$ cat config.mk
export PLATFORM = sky130hd
export DESIGN_NAME = pow5_share_arbiter
export DESIGN_NICKNAME = d
export VERILOG_FILES = /design/src/rtl/pow5_share_arbiter.sv
export SDC_FILE = /design/constraint.sdc
export NUM_CORES = 1
export LEC_CHECK = 0
export ABC_AREA = 1
export CAP_MARGIN = 5
export CORE_MARGIN = 2
export CORE_UTILIZATION = 40
export CTS_CLUSTER_DIAMETER = 60
export DETAILED_ROUTE_END_ITERATION = 8
export GPL_TIMING_DRIVEN = 0
export PLACE_DENSITY = 0.77
export SLEW_MARGIN = 20
export SYNTH_ARGS = -nofsm -noshare
export SYNTH_HDL_FRONTEND = slang
export SYNTH_SLANG_ARGS = --single-unit
export TNS_END_PERCENT = 20
$ cat constraint.sdc
create_clock -name clk -period 3.8 [get_ports clk]
set_input_delay 1.14 -clock clk [delete_from_list [all_inputs] [get_ports clk]]
set_output_delay 1.14 -clock clk [all_outputs]
set_load 0.01 [all_outputs]
$ cat src/rtl/pow5_share_arbiter.sv
// pow5_share_arbiter
//
// Lets n_req requesters share one pipelined, flow-controlled pow_5 unit.
// Operands go upstream through a round-robin arbiter. An in-order tag FIFO
// records which requester issued each accepted operand, and each result
// coming out of the pipeline is steered back to that requester. Both
// directions are purely combinational, so the block adds no cycles of latency.
//
// Ports
//   clk, rst_n       clock, asynchronous active-low reset
//   req_vld/req_rdy  per-requester operand handshake
//   req_data         packed operands, requester i at [i*width +: width]
//   rsp_vld/rsp_rdy  per-requester result handshake
//   rsp_data         result, broadcast to all requesters, qualified by rsp_vld
//   pipe_up_*        operand handshake towards the pow_5 pipeline
//   pipe_down_*      result handshake from the pow_5 pipeline
//   in_flight        tag FIFO occupancy
//   err              sticky protocol error
module pow5_share_arbiter #(
    parameter int n_req         = 4,
    parameter int width         = 12,
    parameter int max_in_flight = 8
) (
    input  logic                             clk,
    input  logic                             rst_n,
    input  logic [n_req-1:0]                 req_vld,
    output logic [n_req-1:0]                 req_rdy,
    input  logic [n_req*width-1:0]           req_data,
    output logic [n_req-1:0]                 rsp_vld,
    input  logic [n_req-1:0]                 rsp_rdy,
    output logic [width-1:0]                 rsp_data,
    output logic                             pipe_up_vld,
    input  logic                             pipe_up_rdy,
    output logic [width-1:0]                 pipe_up_data,
    input  logic                             pipe_down_vld,
    output logic                             pipe_down_rdy,
    input  logic [width-1:0]                 pipe_down_data,
    output logic [$clog2(max_in_flight):0]   in_flight,
    output logic                             err
);

    localparam int id_w  = $clog2(n_req);
    localparam int ptr_w = $clog2(max_in_flight);

    logic [id_w-1:0]  rr_ptr_q, rr_ptr_d;
    logic [id_w-1:0]  locked_id_q, locked_id_d;
    logic             lock_q, lock_d;
    logic             err_q, err_d;
    logic [id_w-1:0]  tag_mem_q [max_in_flight];
    logic [id_w-1:0]  tag_mem_d [max_in_flight];
    logic [ptr_w-1:0] wr_ptr_q, wr_ptr_d;
    logic [ptr_w-1:0] rd_ptr_q, rd_ptr_d;
    logic [ptr_w:0]   count_q, count_d;

    logic [id_w-1:0]  grant;
    logic [id_w-1:0]  head;
    int               scan_idx;
    logic             full, empty;
    logic             up_vld, up_fire, down_fire;

    assign full  = (count_q == (ptr_w+1)'(max_in_flight));
    assign empty = (count_q == '0);
    assign head  = tag_mem_q[rd_ptr_q];

    // Grant selection. While a grant is locked it is held so the pipeline
    // sees stable data. Otherwise the scan runs from the highest offset down
    // so the last hit, the one nearest rr_ptr, wins without needing a break.
    always_comb begin
        grant    = rr_ptr_q;
        scan_idx = 0;
        if (lock_q) begin
            grant = locked_id_q;
        end else begin
            for (int k = n_req - 1; k >= 0; k--) begin
                scan_idx = int'(rr_ptr_q) + k;
                if (scan_idx >= n_req) begin
                    scan_idx = scan_idx - n_req;
                end
                if (req_vld[scan_idx]) begin
                    grant = id_w'(scan_idx);
                end
            end
        end
    end

    assign up_vld    = req_vld[grant] & ~full;
    assign up_fire   = up_vld & pipe_up_rdy;
    assign down_fire = pipe_down_vld & pipe_down_rdy;

    // Handshake outputs. They are gated by rst_n so that they drop the instant
    // reset is asserted, not at the next clock edge.
    always_comb begin
        req_rdy       = '0;
        rsp_vld       = '0;
        pipe_up_vld   = up_vld & rst_n;
        pipe_up_data  = req_data[int'(grant)*width +: width];
        pipe_down_rdy = rst_n & ~empty & rsp_rdy[head];
        rsp_data      = pipe_down_data;
        if (rst_n && up_fire) begin
            req_rdy[grant] = 1'b1;
        end
        for (int i = 0; i < n_req; i++) begin
            rsp_vld[i] = rst_n & pipe_down_vld & ~empty & (head == id_w'(i));
        end
    end

    // Next-state logic for the arbiter, the tag FIFO and the error flag.
    // A push needs up_fire, and up_fire already includes ~full, so a pop in
    // the same cycle never frees room for a push. A locked requester that
    // drops valid is only a violation when it was not accepted, so that check
    // sits after both handshake branches.
    always_comb begin
        rr_ptr_d    = rr_ptr_q;
        locked_id_d = locked_id_q;
        lock_d      = lock_q;
        err_d       = err_q;
        tag_mem_d   = tag_mem_q;
        wr_ptr_d    = wr_ptr_q;
        rd_ptr_d    = rd_ptr_q;
        count_d     = count_q;

        if (up_fire) begin
            tag_mem_d[wr_ptr_q] = grant;
            wr_ptr_d            = wr_ptr_q + 1'b1;
            rr_ptr_d            = (grant == id_w'(n_req - 1)) ? '0 : grant + 1'b1;
            lock_d              = 1'b0;
        end else if (up_vld) begin
            lock_d      = 1'b1;
            locked_id_d = grant;
        end else if (lock_q && !req_vld[locked_id_q]) begin
            err_d  = 1'b1;
            lock_d = 1'b0;
        end

        if (down_fire) begin
            rd_ptr_d = rd_ptr_q + 1'b1;
        end

        if (pipe_down_vld && empty) begin
            err_d = 1'b1;
        end

        case ({up_fire, down_fire})
            2'b10:   count_d = count_q + 1'b1;
            2'b01:   count_d = count_q - 1'b1;
            default: count_d = count_q;
        endcase
    end

    // State registers.
    always_ff @(posedge clk or negedge rst_n) begin
        if (!rst_n) begin
            rr_ptr_q    <= '0;
            locked_id_q <= '0;
            lock_q      <= 1'b0;
            err_q       <= 1'b0;
            wr_ptr_q    <= '0;
            rd_ptr_q    <= '0;
            count_q     <= '0;
            for (int i = 0; i < max_in_flight; i++) begin
                tag_mem_q[i] <= '0;
            end
        end else begin
            rr_ptr_q    <= rr_ptr_d;
            locked_id_q <= locked_id_d;
            lock_q      <= lock_d;
            err_q       <= err_d;
            wr_ptr_q    <= wr_ptr_d;
            rd_ptr_q    <= rd_ptr_d;
            count_q     <= count_d;
            tag_mem_q   <= tag_mem_d;
        end
    end

    assign in_flight = count_q;
    assign err       = err_q;

endmodule

==> results.md <==
* Non-Filler Instances at 612
* Routed vias at 3140
* Die Y at 86.71 um
* Setup WS post-layout at -0.2240 ns
* Clk_lat worst skew at 0.29 ns
* Final Hold Vio Count at 0
* DR WL/cell at 15.04 um
* Boundary Pins at 111
* Slew Limit Fails at 0
* Dpl cells at 585
* Syn Inst Count at 407
* Final GP Congestion at 0.8916
* CP endpoint kind: output pin
* Hold endpoint: tag_mem_q[11]
* Dpl ws at -1.500 ns
* Seq/Total Area, Yosys at 0.2926
* Number of flops mapped to enable cells by yosys at 0
* Total overflow reported by the global router at 0
* Initial antenna violation count at 0
* FF-to-FF path depth at 26
* Drt pass-1 iters at 4
* CTS max path bufs at 2
* Synth Net Count at 489
* IO buf count at 98
* CTS Hold Bufs at 0
* Ys async rst share at 1.000
* Initial core utilization at 0.4073
* Die ar. at 7519 um2
* Number of DRC markers in iteration 0 at 134
* Max-cap violations at 0
* Nets@finish at 613
* Critical path type: in2out
* Horiz. Die Dim at 86.71 um
* CP Data Arrival Time at 2.88 ns
* Core Region at 6719 um2
* Min-delay worst type: reg2reg
* Largest net degree at the start of global routing at 34
* RSZ-0062 raised after global routing: true
* Synthesis-stage register bit count at 32
* Worst setup startpoint: req_vld[2]
* First-pass GRT wire length at 13320 um
* TritonCTS Buffers at 5
* Most common cell after layout, fill and taps aside: nand2_1
* Fin crit period at 4.024 ns
* Via/cell ratio at 5.131
* Reg2reg end: in_flight[3]
* Number of global-route vias before repair at 2895
* Commonest non-fill, non-tap cells in the layout: nand2_1, clkdlybuf4s50_1, nor2_1
* Clock-pin slew on the worst setup and hold paths at 0.07 ns
* Synthesized area per cell at 6.723 um2
* Post-Route WL at 9203 um
* Startpoint Class: input port
* Cell Rows at 30
* Fin crit share at 1.059
* Actual slew at the worst max-slew pin at 0.3247 ns
* Warnings from Yosys at 0
* Finish-stage setup viols at 17
* Fillers at 546
* Failing checks: setup timing
* GRT Util Overall at 0.2217
* Layout cells sized above 1 at 0.2669
* Netlist cell types at 38
* H-tree Lvls at 2
* Peak VDD IR at 0.3511 mV
* CTS tree: built
* Clock Skews at 0.003700 ns
* R2r setup slk at 0.35 ns
* Worst hold slack at 0.4846 ns
* Root buffer cell: clkbuf_8
* Hold path startpoint: tag_mem_q[11]
* Slew HR at 0.7813
* PD cells at 1011 nW/um2
* Hold Path Depth at 2
* Mapped Area at 2736 um2
* Leak at 2.040 nW
* Clk sinks at 32
* DP Area at 3812 um2
* Detailed Place HPWL at 5789 um
* Finished Cell Area at 4322 um2
* Worst endpoint required time at 2.66 ns
* Outcome: finished, violations left
* Worst R2R Start: rr_ptr_q[1]
* Final ANT Viol Nets at 0
* Max Clk Rate at 248.5 MHz
* Area grow syn2layout at 57.93%
* DR DRC count at 0
* Top FF cell, synth: dfrtp_1
* CP Max Fanout at 5
* Ant diodes at 0
[power by group]
group | internal, mW | leakage, nW | total, mW | switching (mW)
logic | 1.45 | 1.58 | 3.43 | 1.98
clock network | 0.194 | 0.0541 | 0.326 | 0.132
registers | 0.491 | 0.403 | 0.619 | 0.128
total | 2.14 | 2.04 | 4.37 | 2.24
[sequential cells by signal, indices dropped and copies added, names as in the netlist]
register     count
tag_mem_q       16
in_flight        4
rd_ptr_q         3
wr_ptr_q         3
locked_id_q      2
rr_ptr_q         2
err              1
lock_q           1
[layout make-up]
type                    instances  area (um2)  area share
inverters                      47       202.7     0.04690
multi-input cells             301        1760      0.4074
flip-flops and latches         32       800.8      0.1853
plain buffers                  26       251.5     0.05819
clock buffers                   5       68.82     0.01592
well taps                      80       100.1     0.02316
repair buffers                118        1095      0.2533
clock inverters                 3       42.54    0.009844
[layer usage]
layer  up-vias  global-route usage  share of wire
li1       1534                   -              -
met1      1465              0.2638           0.39
met2       109              0.3923           0.53
met3        32             0.03429          0.042
met4         0             0.09943          0.038
met5         -                   0              0
[Yosys cell counts (5+ instances only)]
cell type	number	area [um2]
buf_2	6	30.03
buf_4	12	90.09
clkbuf_1	5	18.77
dfrtp_1	32	800.8
ha_1	9	112.6
inv_1	40	150.1
inv_2	5	18.77
nand2_1	100	375.4
nand2_2	8	50.05
nand3_1	13	65.06
nand4_1	8	50.05
nor2_1	62	232.7
o21ai_0	43	215.2
o21ai_1	7	35.03
o22ai_1	12	75.07
xor2_1	5	43.79
[timing repair]
action	in CTS	in global routing
setup endpoints to repair	25	23
setup buffers	13	7
resized for setup	139	45
pin swaps	14	19
[how the worst max path moves through the flow]
| stage | endpoint | slack (ns) | cells after the start |
|---|---|---|---|
| 4_1_cts | req_rdy[3] | -0.16 | 21 |
| 3_5_place_dp | req_rdy[3] | -1.50 | 18 |
| 2_1_floorplan | req_rdy[3] | 0.02 | 16 |
| 5_1_grt | req_rdy[0] | -0.32 | 20 |
| 6_report | req_rdy[1] | -0.22 | 20 |
| 3_3_place_gp | req_rdy[3] | -1.43 | 18 |
[critical path, stage by stage]
cell and delay [ns]:
buf_8 0.11, inv_4 0.05, nand2_2 0.09, nand3_4 0.10
o21ai_2 0.05, nand2_1 0.07, nand2_1 0.06, nand2_1 0.08
nand2_1 0.06, nand2_2 0.10, o21ai_4 0.10, inv_2 0.12
nand3_4 0.08, nand2_4 0.07, buf_6 0.12, nand2_8 0.06
nor2_8 0.11, nand2_4 0.08, nor2_2 0.08, buf_2 0.14
[metrics by stage]
step                      utilization  setup TNS, ns  total power [mW]
after floorplan                     -              0             2.424
after global placement         0.5682         -30.07             3.348
after detailed placement       0.5674         -22.73             3.408
after CTS                      0.6093        -0.8851             3.979
after global routing           0.6432         -3.940             4.711
final                          0.6432         -2.285             4.371
[cells by family after synthesis]
kind of cell | after synthesis | share of synthesized area
buf+inv | 74 | 0.1294
compound gates | 71 | 0.1408
xor+xnor | 7 | 0.02241
simple gates | 213 | 0.3663
fa+ha+maj | 10 | 0.04847
flops | 32 | 0.2926
Note: power is estimated with default switching activity, not from simulation.
